===== src/rtl/des_pkg.sv =====
`default_nettype none
// ============================================================================
// Module   : des_pkg
// Brief    : Shared DES f-function constants (E, P, standard S-boxes) and
//            bit-permutation helpers. DES bit 1 is the MSB of every vector.
// Revision : 1.0
// ============================================================================
package des_pkg;

    localparam int R_W     = 32;
    localparam int K_W     = 48;
    localparam int CHUNK_W = 6;
    localparam int N_SBOX  = 8;

    typedef struct packed {
        logic [2:0] sel;
        logic [1:0] row;
        logic [3:0] col;
        logic [3:0] val;
    } sbox_edit_t;

    localparam int E_TBL [48] = '{
        32,  1,  2,  3,  4,  5,   4,  5,  6,  7,  8,  9,
         8,  9, 10, 11, 12, 13,  12, 13, 14, 15, 16, 17,
        16, 17, 18, 19, 20, 21,  20, 21, 22, 23, 24, 25,
        24, 25, 26, 27, 28, 29,  28, 29, 30, 31, 32,  1
    };

    localparam int P_TBL [32] = '{
        16,  7, 20, 21, 29, 12, 28, 17,   1, 15, 23, 26,  5, 18, 31, 10,
         2,  8, 24, 14, 32, 27,  3,  9,  19, 13, 30,  6, 22, 11,  4, 25
    };

    // One 256-bit word per box, rows 0..3 in order, entry (row,col) at nibble row*16+col from the MSB.
    localparam logic [255:0] SBOX_STD [N_SBOX] = '{
        256'hE4D12FB83A6C5907_0F74E2D1A6CB9538_41E8D62BFC973A50_FC8249175B3EA06D,
        256'hF18E6B34972DC05A_3D47F28EC01A69B5_0E7BA4D158C6932F_D8A13F42B67C05E9,
        256'hA09E63F51DC7B428_D70934A6285ECBF1_D6498F30B12C5AE7_1AD069874FE3B52C,
        256'h7DE3069A1285BC4F_D8B56F03472C1AE9_A690CB7DF13E5284_3F06A1D8945BC72E,
        256'h2C417AB6853FD0E9_EB2C47D150FA3986_421BAD78F9C5630E_B8C71E2D6F09A453,
        256'hC1AF92680D34E75B_AF427C9561DE0B38_9EF528C3704A1DB6_432C95FABE17608D,
        256'h4B2EF08D3C975A61_D0B7491AE35C2F86_14BDC37EAF680592_6BD814A7950FE23C,
        256'hD2846FB1A93E50C7_1FD8A374C56B0E92_7B419CE206ADF358_21E74A8DFC90356B
    };

    function automatic logic [K_W-1:0] des_expand(input logic [R_W-1:0] r);
        logic [K_W-1:0] e;
        e = '0;
        for (int i = 0; i < K_W; i++) begin
            e[6'(K_W-1-i)] = r[5'(R_W-E_TBL[i])];
        end
        return e;
    endfunction

    function automatic logic [R_W-1:0] des_permute(input logic [R_W-1:0] s);
        logic [R_W-1:0] f;
        f = '0;
        for (int i = 0; i < R_W; i++) begin
            f[5'(R_W-1-i)] = s[5'(R_W-P_TBL[i])];
        end
        return f;
    endfunction

    // idx = {row, col}; nibble idx sits at bit 255-4*idx, i.e. {~idx, 2'b11}.
    function automatic logic [3:0] des_sbox_std(input logic [2:0] n, input logic [5:0] idx);
        logic [255:0] tbl;
        tbl = SBOX_STD[n];
        return tbl[{~idx, 2'b11} -: 4];
    endfunction

endpackage
`default_nettype wire


===== src/rtl/des_sbox_bank.sv =====
`default_nettype none
// ============================================================================
// Module   : des_sbox_bank
// Brief    : Eight DES S-box lookups on a 48-bit chunked word. Tables are
//            writable when DES_SBOX_EDIT_EN is defined, fixed otherwise.
// Revision : 1.0
// ============================================================================
module des_sbox_bank
    import des_pkg::*;
(
    input  logic             clk,
    input  logic             rst_n,
    input  logic [K_W-1:0]   i_x,
    input  logic             i_edit_we,
    input  logic [2:0]       i_edit_sel,
    input  logic [1:0]       i_edit_row,
    input  logic [3:0]       i_edit_col,
    input  logic [3:0]       i_edit_val,
    output logic [R_W-1:0]   o_sout
);

`ifdef DES_SBOX_EDIT_EN
    logic [3:0] r_tbl [N_SBOX][64];

    always_ff @(posedge clk or negedge rst_n) begin
        if (!rst_n) begin
            for (int n = 0; n < N_SBOX; n++) begin
                for (int i = 0; i < 64; i++) begin
                    r_tbl[n][i] <= des_sbox_std(3'(n), 6'(i));
                end
            end
        end else if (i_edit_we) begin
            r_tbl[i_edit_sel][{i_edit_row, i_edit_col}] <= i_edit_val;
        end
    end
`else
    logic w_unused;
    assign w_unused = ^{clk, rst_n, i_edit_we, i_edit_sel, i_edit_row, i_edit_col, i_edit_val};
`endif

    for (genvar n = 0; n < N_SBOX; n++) begin : g_box
        logic [5:0] w_idx;
        // Row comes from the outer chunk bits, column from the inner four.
        assign w_idx = {i_x[K_W-1-CHUNK_W*n], i_x[K_W-CHUNK_W*(n+1)], i_x[K_W-2-CHUNK_W*n -: 4]};
`ifdef DES_SBOX_EDIT_EN
        assign o_sout[R_W-1-4*n -: 4] = r_tbl[n][w_idx];
`else
        assign o_sout[R_W-1-4*n -: 4] = des_sbox_std(3'(n), w_idx);
`endif
    end

endmodule
`default_nettype wire


===== src/rtl/des_f_function.sv =====
`default_nettype none
// ============================================================================
// Module   : des_f_function
// Brief    : Two-stage valid/ready DES round function f(R,K) = P(S(E(R)^K)).
//            Define DES_SBOX_EDIT_EN to enable runtime S-box entry rewrites.
// Revision : 1.0
// ============================================================================
module des_f_function
    import des_pkg::*;
(
    input  logic             clk,
    input  logic             rst_n,
    input  logic             i_valid,
    output logic             o_ready,
    input  logic [R_W-1:0]   i_r,
    input  logic [K_W-1:0]   i_subkey,
    output logic             o_valid,
    input  logic             i_ready,
    output logic [R_W-1:0]   o_f,
    input  logic             edit_sbox,
    input  logic [2:0]       sbox_sel,
    input  logic [1:0]       row_sel,
    input  logic [3:0]       col_sel,
    input  logic [3:0]       new_sbox_val,
    output logic             o_edit_ack,
    output logic             o_busy
);

    logic             r_s1_valid;
    logic [K_W-1:0]   r_s1_x;
    logic             r_o_valid;
    logic [R_W-1:0]   r_o_f;
    logic             w_s1_adv;
    logic             w_s2_adv;
    logic             w_in_xfer;
    logic             w_edit_block;
    logic             w_edit_we;
    sbox_edit_t       w_edit;
    logic [R_W-1:0]   w_sout;

    assign w_s2_adv  = !r_o_valid || i_ready;
    assign w_s1_adv  = !r_s1_valid || w_s2_adv;
    assign o_ready   = w_s1_adv && !w_edit_block;
    assign w_in_xfer = i_valid && o_ready;
    assign o_busy    = r_s1_valid || r_o_valid;
    assign o_valid   = r_o_valid;
    assign o_f       = r_o_f;

    always_ff @(posedge clk or negedge rst_n) begin
        if (!rst_n) begin
            r_s1_valid <= 1'b0;
            r_s1_x     <= '0;
            r_o_valid  <= 1'b0;
            r_o_f      <= '0;
        end else begin
            if (w_s1_adv) begin
                r_s1_valid <= w_in_xfer;
                if (w_in_xfer) begin
                    r_s1_x <= des_expand(i_r) ^ i_subkey;
                end
            end
            if (w_s2_adv) begin
                r_o_valid <= r_s1_valid;
                if (r_s1_valid) begin
                    r_o_f <= des_permute(w_sout);
                end
            end
        end
    end

`ifdef DES_SBOX_EDIT_EN
    sbox_edit_t r_edit;
    logic       r_edit_pend;
    logic       r_edit_ack;

    // A raw edit request also blocks o_ready so the edit wins without breaking the handshake.
    assign w_edit_block = r_edit_pend || edit_sbox;
    assign w_edit_we    = r_edit_pend && !o_busy;
    assign w_edit       = r_edit;
    assign o_edit_ack   = r_edit_ack;

    always_ff @(posedge clk or negedge rst_n) begin
        if (!rst_n) begin
            r_edit      <= '0;
            r_edit_pend <= 1'b0;
            r_edit_ack  <= 1'b0;
        end else begin
            r_edit_ack <= w_edit_we;
            if (w_edit_we) begin
                r_edit_pend <= 1'b0;
            end else if (edit_sbox && !r_edit_pend) begin
                r_edit_pend <= 1'b1;
                r_edit      <= {sbox_sel, row_sel, col_sel, new_sbox_val};
            end
        end
    end
`else
    logic w_unused_edit;
    assign w_unused_edit = ^{edit_sbox, sbox_sel, row_sel, col_sel, new_sbox_val};
    assign w_edit_block  = 1'b0;
    assign w_edit_we     = 1'b0;
    assign w_edit        = '0;
    assign o_edit_ack    = 1'b0;
`endif

    des_sbox_bank u_sbox_bank (
        .clk        (clk),
        .rst_n      (rst_n),
        .i_x        (r_s1_x),
        .i_edit_we  (w_edit_we),
        .i_edit_sel (w_edit.sel),
        .i_edit_row (w_edit.row),
        .i_edit_col (w_edit.col),
        .i_edit_val (w_edit.val),
        .o_sout     (w_sout)
    );

endmodule
`default_nettype wire

===== config.mk =====
export PLATFORM = sky130hd
export DESIGN_NAME = des_f_function
export DESIGN_NICKNAME = d
export VERILOG_FILES = /design/src/rtl/des_pkg.sv /design/src/rtl/des_sbox_bank.sv /design/src/rtl/des_f_function.sv
export SDC_FILE = /design/constraint.sdc
export NUM_CORES = 1
export LEC_CHECK = 0
export ABC_AREA = 1
export CAP_MARGIN = 40
export CORE_MARGIN = 2
export CORE_UTILIZATION = 31
export DETAILED_ROUTE_END_ITERATION = 6
export DONT_BUFFER_PORTS = 1
export SYNTH_ARGS = -nofsm -noshare
export SYNTH_HDL_FRONTEND = slang
export SYNTH_SLANG_ARGS = --single-unit

===== constraint.sdc =====
create_clock -name clk -period 1.7 [get_ports clk]
set_input_delay 0.51 -clock clk [delete_from_list [all_inputs] [get_ports clk]]
set_output_delay 0.51 -clock clk [all_outputs]
set_load 0.01 [all_outputs]

* After elaboration in Yosys (flattened, before gate mapping) *
Index checks and enable logic that the tools add are counted.

word-level totals
  flip-flop bits (word level) = 33
  bits in latches = 0
  RAM bits = 0
  ROM bits = 0
  input port bits = 98
  output and inout port bits = 36
  memories = 0

cells by class
  add/sub/neg operators = 0
  multiply operators = 0
  div/mod/pow operators = 0
  magnitude comparators = 0
  eq/ne operators = 0
  shift-type cells = 4
  mux-type cells = 0
  bitwise gates (word level) = 5
  reduce and logical (&&, ||, !) cells = 8

operators with widths
  cell                                                                            count
  259-bit by 9-bit variable part select with 3-bit output (first input constant)  2
  259-bit by 9-bit variable part select with 2-bit output (first input constant)  1
  259-bit by 9-bit variable part select with 4-bit output (first input constant)  1
  6-bit NOT                                                                       4
  24-bit XOR                                                                      1
  2-bit AND reduction                                                             2
  1-bit logical OR                                                                3
  1-bit zero test                                                                 2
  1-bit logical AND                                                               1

* Depth between registers and ports, before layout *
Gate-level depths: netlist (run 1).

  word-level depth = 5
  gate-level depth with buffers = 12
  depth with buffers taken out = 12

* By module *
From an unflattened synthesis (run 1), not the netlist that was laid out.

unflattened totals
  cells, all modules = 1193
  area, all modules = 6811.5 µm²

by module, submodules not included
  module          times used  cells an instance  area each (µm²)  sequential area each (µm²)
  des_sbox_bank   1           851                4301.6           0.0
  des_f_function  1           342                2509.9           1201.2

* Worst setup path before layout (run 1) *
Ideal clock, no wire load.

  path kind = register -> register
  from = register r_s1_x[7]
  to = register r_o_f[0], in the netlist o_f[0]
  setup time = 116 ps
  arrival time = 1391 ps
  required time = 1584 ps
  setup slack = 193 ps
  stages on the path, launching flop included = 13
  clock period less this slack = 1507 ps
  path through = dfrtp_1 inv_1 ha_1 inv_1 nand2_1 nand3_1 nand2_1 inv_1 nand2_1 nand2_1 nand2_1 nand2_1 nand2_1

on the way
  cells in the longest elaborated chain, start to end = 2

ends and longest elaborated chain
  what                                                     RTL line              source
  start, declared                                          des_f_function.sv:30  logic [K_W-1:0] r_s1_x;
  start signal, assigned                                   des_f_function.sv:59  r_s1_x <= des_expand(i_r) ^ i_subkey;
  6-bit NOT                                                des_pkg.sv:68         return tbl[{~idx, 2'b11} -: 4];
  259-bit by 9-bit variable part select with 4-bit output  des_pkg.sv:68
  end signal, assigned                                     des_f_function.sv:65  r_o_f <= des_permute(w_sout);
  end, declared                                            des_f_function.sv:32  logic [R_W-1:0] r_o_f;

Every way passes these cells.
A chain may end at the register's enable or synchronous reset.

* Worst setup path in the final report (run 1) *
  from = register r_o_valid, in the netlist o_valid
  to = output o_busy

on the way
  cells in the longest elaborated chain, start to end = 1

ends and longest elaborated chain
  what                    RTL line              source
  start, declared         des_f_function.sv:31  logic r_o_valid;
  start signal, assigned  des_f_function.sv:63  r_o_valid <= r_s1_valid;
  1-bit logical OR        des_f_function.sv:45  assign o_busy = r_s1_valid || r_o_valid;
  end, declared           des_f_function.sv:26  output logic o_busy

Every way passes these cells.

==> impl_metrics.csv, run 1 <==
group,metric,value,unit
finish,layout-drive-gt1-share,8.38,%
power,switching_share,41.9,%
timing,report.final.slew_viol_count,0,
detailed_routing,first_pass_iters,4,
min_path,hold_class,"in -> async",
worst_setup_path,crit_path_start_kind,"register",
global_route,grt_overflow,0,
worst_setup_path,worstPathRequired,1190,ps
detailed_routing,num_vias,2102,
yosys,syn-mean-instance-area,7.23,µm²
die,die_area,8980,µm²
cts,numCtsBuffers,5,
power,p_per_area,1040,nW/µm²
timing,finalSetupViolCount,0,
worst_setup_path,regToRegStartpoint,"r_s1_x[7]",
power,p_clk_share,20.0,%
finish,antenna_cells,0,
power,vdd_drop_max,0.000377,V
finish,multi_input_area,1490,µm²
detailed_routing,wire_per_inst,11.2,µm
die,dieWidth,94.7,µm
placed_design,hpwl,3.90,mm
flow_run,max-cap-violations,0,
worst_setup_path,cp-startpoint,"o_valid",
yosys,ys_ff_latch,31,
finish,regArea,777,µm²
yosys,yosysSeqAreaShare,30.4,%
die,die_h,94.7,µm
worst_setup_path,r2r_setup_slack,150,ps
detailed_routing,ant_nets,0,
yosys,ys.warnings.count,0,
worst_setup_path,crit_slowest_cell,"dfrtp_1",
power,combPwrFrac,38.3,%
cts,cts_sinks,31,
detailed_routing,drc,0,
finish,nNetsFinal,477,
worst_setup_path,timing.rr.end,"o_f[0]",
yosys,yosysUniqueCellTypes,24,
worst_setup_path,end_kind,"output pin",
finish,area_growth,5.20,%
cts,insertion_delay,280,ps
timing,rsz0062_at_grt,"false",
worst_setup_path,arrival,1050,ps
die,io_pins,134,
cts,path_clk_slew,70,ps
yosys,synthCells,353,
cts,htreeDepth,2,
worst_setup_path,path_buf_inv,0,
die,core_area,8090,µm²
global_route,grt_max_degree,46,
die,start_util,31.5,%
finish,fillers,878,
cts,clockBufferDepth,2,
timing,fmax,640,MHz
worst_setup_path,criticalPathCategory,"reg -> out",
yosys,synth_area,2550,µm²
worst_setup_path,crit_path_max_fanout,4,
cts,tritoncts,"yes",
worst_setup_path,critPathMaxStageDelay,470,ps
global_route,antenna_found_initial,0,
global_route,grt_pass1_vias,1868,
power,p_int,0.00163,W
global_route,grt_pass1_wl,8.42,mm
worst_setup_path,reg2regPathDepth,12,
global_route,grt_use_total,12.0,%
finish,finalCoreUtilization,33.2,%
run_status,outcome,"complete, no violations",
die,row_count,33,
detailed_routing,routed_wl,5.19,mm
detailed_routing,vias_per_cell,4.54,
placed_design,port_buffers,0,
cts,post_cts_buffers,0,
cts,cts_root_buffer,"clkbuf_8",
timing,final.setup.tns,0,ps
detailed_routing,dr.first_iter.drc_count,102,
power,switchingPower,0.00117,W
power,power_leakage,1.34,nW
worst_setup_path,crit_chain,"or2_1",
timing,fin_crit,1560,ps
timing,post-route-period-util,92.0,%
worst_setup_path,crit_family,"flip-flops",
timing,finClkSkew,5.86,ps
power,power.share.sequential,41.7,%
timing,hold_viol_final,0,
placed_design,place_congestion,0.897,
==> per-layer routing <==
metal  vias up  share of wire [%]  GRT usage, %
met1       938                 45          14.6
li1       1081                  -             -
met5         -                  0             0
met4         0               0.48          3.26
met2        79                 47          21.0
met3         4                7.5          2.87
==> layout make-up <==
class	count	share of cell area (%)
tap	105	4.89
sequential	31	28.9
timing repair buffer	6	2.61
clock inverter	1	0.186
inverter	36	5.13
clock buffer	7	2.84
multi-input combinational	277	55.4
==> power by group through the flow <==
stage                     Combinational, W  Sequential (W)  Clock, W
after global placement             0.00103         0.00118         0
final                              0.00107         0.00117  0.000559
after CTS                          0.00108         0.00117  0.000595
after floorplan                   0.000924         0.00111         0
after global routing               0.00126         0.00120  0.000630
after detailed placement           0.00106         0.00118         0
==> how the worst max path moves through the flow <==
stage                     endpoint  slack (ps)  cells after the start
after floorplan             o_f[0]         190                     12
after global placement      o_f[3]         150                     10
after detailed placement    o_f[0]         130                     12
after CTS                   o_busy         110                      1
after global routing        o_f[0]          50                     12
final                       o_busy         140                      1
==> kinds of logic after synthesis <==
kind of cell	count (synthesis)	synth area share, %
and+or+nand+nor	161	26.6
AOI/OAI and AO/OA	46	9.56
other	1	0.147
adders and majority gates	22	10.8
DFF	31	30.4
xor gates and xnor gates	22	7.55
buffers and inverters	70	15.0
==> Yosys cell counts, drive strengths merged <==
library cell	instances	share of area (%)
dfrtp	31	30
o21a	1	0.29
ha	22	11
nand3	39	7.8
a21oi	6	1.2
o21ai	34	6.7
nand2	110	17
o211ai	4	1.2
xnor2	22	7.5
nor2	11	1.8
conb	1	0.15
or2	1	0.25
a31oi	1	0.25
buf	34	9.6
inv	35	5.2
clkinv	1	0.15
==> flip-flops by register name (all words and copies together) (netlist names) <==
register / count
o_valid: 1
r_s1_x: 22
r_s1_valid: 1
o_f: 7
==> layout by cell type, fill, tap and decap left out <==
| cell | instances |
|---|---|
| inv_4 | 1 |
| nor2_2 | 2 |
| clkinv_2 | 1 |
| nand3_1 | 38 |
| a31oi_1 | 1 |
| nand2_2 | 2 |
| nand2_4 | 1 |
| a21oi_1 | 6 |
| ha_1 | 22 |
| buf_12 | 2 |
| dfrtp_1 | 30 |
| nand2_1 | 107 |
| buf_4 | 4 |
| xnor2_1 | 22 |
| clkbuf_8 | 5 |
| nor2_1 | 9 |
| o21a_1 | 1 |
| nand3_2 | 1 |
| or2_1 | 1 |
| inv_1 | 24 |
| clkinv_1 | 1 |
| clkbuf_1 | 2 |
| conb_1 | 26 |
| inv_2 | 10 |
| o21ai_0 | 9 |
| o211ai_1 | 4 |
| dfrtp_2 | 1 |
| o21ai_1 | 25 |
==> per-stage QoR <==
step           hold WS (ps)  cell area [µm²]  total power, W  instances  setup slack (ps)
5_1_grt                51.7             2690         0.00309        463              45.6
3_3_place_gp            215             2580         0.00221        454               147
6_report               53.0             2690         0.00280        463               136
3_5_place_dp            216             2580         0.00224        454               134
2_1_floorplan           214             2650         0.00204        378               193
4_1_cts                47.1             2680         0.00285        463               112
==> repair_timing <==
item                                    in CTS  in global routing
resized for setup                            0                  2
hold endpoints to repair                    31                  0
hold buffers                                 1                  0
endpoints found under the setup margin       0                  2
No activity file was read; power rests on OpenSTA's default activity.
==> run 2, diff against run 1 <==
- ABC_AREA: 1 -> not set
- SYNTH_HIERARCHICAL: not set -> 1
==> run 2 against run 1 <==
- the run now ends with negative setup slack left
- cell area increased by 32%
- sequential power about the same
- clock power increased by 1%
- combinational power increased by 89%
- sequential share of layout area decreased by 6.9 points
- via count increased by 2.9%
- hold slack got worse by 5.8 ps
- first-iteration DRC count decreased by 63%
- critical path depth increased by 6
- synthesized cell count decreased by 7.1%
- register-to-register slack got worse by 490 ps
- critical endpoint is now o_f[0]
- largest cell class unchanged
==> impl_metrics.csv, run 2 <==
group,metric,value,unit
power,switching_share,38.1,%
worst_setup_path,critPathMaxStageDelay,480,ps
yosys,ys.warnings.count,6,
placed_design,port_buffers,0,
placed_design,placed_area,3200,µm²
yosys,synth_area,2940,µm²
yosys,synthCells,328,
worst_setup_path,path_depth,7,
run_status,outcome,"finished with violations",
global_route,grt_overflow,0,
worst_setup_path,crit_slowest_cell,"mux4_2",
global_route,grt_max_degree,32,
power,combPwrFrac,53.4,%
worst_setup_path,crit_chain,"inv_2, ha_4, nor2_2, a21o_1, mux2_4, mux4_2, mux2_4",
worst_setup_path,regToRegStartpoint,"r_s1_x[8]",
timing,fin_crit,2040,ps
min_path,hold_class,"in -> async",
finish,regMostFlops,"r_s1_x",
global_route,grt_pass1_vias,2009,
cts,insertion_delay,280,ps
timing,timing.final.ws_setup,-336,ps
detailed_routing,routed_wl,5.97,mm
detailed_routing,first_pass_iters,6,
finish,stdcell_area,3540,µm²
worst_setup_path,worstPathRequired,1870,ps
global_route,grt_use_total,11.7,%
global_route,grt_pass1_wl,9.55,mm
power,vdd_drop_max,0.000644,V
finish,finalCoreUtilization,38.4,%
run_status,violations,"negative setup slack",
finish,layout-drive-gt1-share,37.6,%
cts,path_clk_slew,70,ps
finish,final_cell_mix,"38 x buf_4, 29 x conb_1, 26 x dfrtp_1, 23 x xor2_1, 23 x mux2_2",
cts,cts_root_buffer,"clkbuf_8",
timing,finClkSkew,7.21,ps
cts,tritoncts,"yes",
worst_setup_path,end_kind,"register",
power,p_clk_share,14.9,%
power,switchingPower,0.00144,W
timing,finalSetupViolCount,6,
worst_setup_path,timing.rr.end,"o_f[0]",
power,p_int,0.00234,W
worst_setup_path,r2r_setup_slack,-340,ps
finish,area_growth,20.6,%
detailed_routing,dr.first_iter.drc_count,38,
die,io_pins,134,
flow_run,max-cap-violations,0,
worst_setup_path,crit_path_max_fanout,4,
power,power.share.sequential,31.7,%
timing,rsz0062_at_grt,"true",
cts,numCtsBuffers,5,
finish,nNetsFinal,467,
finish,largest_reg_flops,22,
die,start_util,31.8,%
die,dieWidth,101,µm
power,p_total,0.00378,W
finish,final_common_cell,"buf_4",
die,die_h,101,µm
cts,clockBufferDepth,2,
finish,antenna_cells,0,
detailed_routing,ant_nets,0,
worst_setup_path,crit_family,"multiplexers",
finish,fillers,899,
timing,report.final.slew_viol_count,0,
die,core_area,9240,µm²
detailed_routing,num_vias,2162,
detailed_routing,drc,0,
yosys,syn-mean-instance-area,8.96,µm²
die,row_count,35,
worst_setup_path,crit_top_cell,"mux2_4",
global_route,antenna_found_initial,0,
power,p_per_area,1070,nW/µm²
cts,htreeDepth,2,
timing,final.setup.tns,-1270,ps
detailed_routing,vias_per_cell,4.55,
worst_setup_path,path_buf_inv,1,
timing,post-route-period-util,120,%
timing,hold_viol_final,0,
worst_setup_path,criticalPathCategory,"reg -> reg",
worst_setup_path,crit_path_start_kind,"register",
timing,fmax,491,MHz
placed_design,place_congestion,0.894,
die,die_area,10300,µm²
worst_setup_path,arrival,2200,ps
worst_setup_path,reg2regPathDepth,7,
detailed_routing,wire_per_inst,12.6,µm
power,power_leakage,1.56,nW
placed_design,hpwl,4.34,mm
cts,cts_sinks,31,
[run 2: worst reg2reg max path, stage by stage, from the launching register on]
cell	delay, ps
dfrtp_2	390
inv_2	60
ha_4	280
nor2_2	30
a21o_1	150
mux2_4	250
mux4_2	480
mux2_4	280
[run 2: worst max path at each step]
stage | from | to | slack (ps)
floorplan | r_s1_x[8] | o_f[0] | -300
global placement | r_s1_x[7] | o_f[0] | -320
detailed placement | r_s1_x[7] | o_f[0] | -340
CTS | r_s1_x[8] | o_f[0] | -340
global route | r_s1_x[8] | o_f[0] | -410
finish | r_s1_x[8] | o_f[0] | -340
[run 2: cell type report]
| class | count | area (µm²) | area share [%] |
|---|---|---|---|
| Sequential cell | 31 | 782 | 22.1 |
| Timing Repair Buffer | 47 | 413 | 11.6 |
| Inverter | 15 | 66.3 | 1.87 |
| Tap cell | 129 | 161 | 4.55 |
| Clock inverter | 1 | 5.00 | 0.141 |
| Clock buffer | 7 | 76.3 | 2.15 |
| Multi-Input combinational cell | 245 | 2040 | 57.6 |
[run 2: power by group through the flow]
stage | Combinational, W | Clock [W] | Sequential, W
after floorplan | 0.00142 | 0 | 0.00111
after global placement | 0.00166 | 0 | 0.00119
after detailed placement | 0.00170 | 0 | 0.00120
after CTS | 0.00184 | 0.000592 | 0.00120
after global routing | 0.00223 | 0.000629 | 0.00124
final | 0.00202 | 0.000565 | 0.00120
[run 2: repair_timing]
item	in CTS	in global routing
setup buffers	4	5
hold endpoints to repair	31	0
endpoints found under the setup margin	6	7
pin swaps	10	18
hold buffers	1	0
resized for setup	21	24
[run 2: per-layer routing]
metal,vias to the layer above,global-route usage (%),wire (µm)
met4,0,2.18,25
li1,1074,-,-
met3,4,3.11,352
met2,77,20.0,2940
met1,1007,15.1,2650
met5,-,0,0
[run 2: through the flow]
stage / hold slack, ps / std cells / worst slack [ps]
after global routing: 44.6 / 475 / -407
after floorplan: 214 / 356 / -304
after CTS: 50.5 / 471 / -339
after detailed placement: 215 / 458 / -336
final: 47.2 / 475 / -336
after global placement: 215 / 458 / -321
==> RTL change (settings of run 1) <==
Set the package constant `K_W` to 72 (it was 48).
--- a/src/rtl/des_pkg.sv
+++ b/src/rtl/des_pkg.sv
@@ -9,5 +9,5 @@
 
     localparam int R_W     = 32;
-    localparam int K_W     = 48;
+    localparam int K_W     = 72;
     localparam int CHUNK_W = 6;
     localparam int N_SBOX  = 8;
Ports: changed (resized i_subkey); port bits go from 134 to 158. No check against the original RTL was run, so the function may have changed too.
==> RTL change against run 1 <==
Cell area shrank 0.14%. Area after synthesis is 0.74% higher. Largest power group unchanged. Wire length increased by 3.0%. Register-to-register slack better by 0.04 ns. Non-clock buffer count up 3. Setup slack lost 0.012 ns. Power is 2.5% lower. Largest cell class unchanged. Final cell count increased by 2.2%. Sequential cell count grew 1. Clock skew is 0.00073 ns lower. Synthesized cell count is 2.8% higher.
==> RTL change: results (changes against run 1) <==
The cell count of the worst reg-to-reg path came out at 11 (-1). The buffer count from post-CTS setup fixing is 0 (unchanged), and the wire length on met2 is 2.55 mm (+4.2%). The final net count was 512 (+7.3%); the data arrival time of the worst path was 1.07 ns (+0.02 ns). Portion of the post-synthesis area used by sequential elements: 31.1% (+0.75 points). The met3 demand-to-capacity share in global routing was 3.24% (+0.37 points); the proportion of power drawn by the clock network was 20.4% (+0.4 points).

The worst register-to-register path ends at o_f[7]. The run gives 0.19 ns (+0.04 ns) as the slack of the worst reg-to-reg path. The tools report the DRC marker count from the first detailed-route iteration as 106 (+3.9%). The logs give 5.34 mm (+3.0%) for the wire length reported by the detailed router and 2580 um2 (about the same) for the instance area after placement.

The global-route met2 utilization came out at 22.9% (+1.9 points). Ratio of cells with drive above 1 in the final layout: 7.34% (-1.0 points). The setup skew after layout was 0.00513 ns (-0.000729 ns); the compound-gate portion of the synthesized area was 8.08% (-1.5 points). The via count of the routed design was 2,166 (+3.0%); the maximum number of pins on one net before global-route repair was 48 (+4.3%).

The minimum clock period works out to 1.58 ns (+0.0125 ns). The first-pass GRT wire length was 9.32 mm (+11%); the xor/xnor share of the synthesized area was 2.38% (-5.2 points). The run gives 0.205 ns (+0.0703 ns) as the post-placement worst setup slack. The detailed-route wire length on metal 1 is 2.42 mm (+4.4%).

The leakage component of the power is 1.41 nW (+5.2%), and the number of inserted filler cells in the final layout is 870 (-0.91%). The worst-case hold slack was 0.0523 ns (-0.000682 ns). The flow ran to the end, and the final reports show no timing, DRC or antenna violations. The portion of total power attributed to sequential cells came out at 42.1% (+0.4 points). The run gives 1.13 mW (-3.4%) as the power spent charging and discharging nets. The average size of a mapped cell is 7.08 um2 (-2.0%), and the post-placement cell count is 465 (+2.4%).

The tools report the total global routing track utilization as 12.8% (+0.85 points). The flip-flop count of the largest register after layout came out at 23 (+4.5%). For the number of standard cells in the layout, taps in and fillers out, the log shows 473 (+2.2%). The HPWL after detailed placement is 3.97 mm (+1.7%), and the distinct cell type count of the synthesized netlist is 21 (-13%).

In the post-synthesis netlist, the biggest area contributors are sky130_fd_sc_hd__dfrtp_1 31%, sky130_fd_sc_hd__nand2_1 14%, sky130_fd_sc_hd__nand3_1 11%.
RTL change: cell count changes after synthesis, moves of 3 or more:
cell	run 1	this run
sky130_fd_sc_hd__nor2_1	9	25
sky130_fd_sc_hd__buf_4	30	27
sky130_fd_sc_hd__nand3_1	38	56
sky130_fd_sc_hd__buf_6	0	6
sky130_fd_sc_hd__xnor2_1	22	7
sky130_fd_sc_hd__inv_1	25	33
sky130_fd_sc_hd__a21oi_1	6	24
sky130_fd_sc_hd__inv_2	9	4
sky130_fd_sc_hd__o211ai_1	4	1
sky130_fd_sc_hd__nand2_1	107	98
sky130_fd_sc_hd__o21ai_0	9	16
sky130_fd_sc_hd__o21ai_1	25	0
RTL change: layout make-up:
class / count / area, um2 / share of cell area, %
multi-input combinational: 282 / 1430 / 53.4
inverter: 38 / 148 / 5.51
sequential: 32 / 801 / 29.9
clock buffer: 6 / 72.6 / 2.71
clock inverter: 1 / 5.00 / 0.187
tap: 105 / 131 / 4.90
timing repair buffer: 9 / 92.6 / 3.45
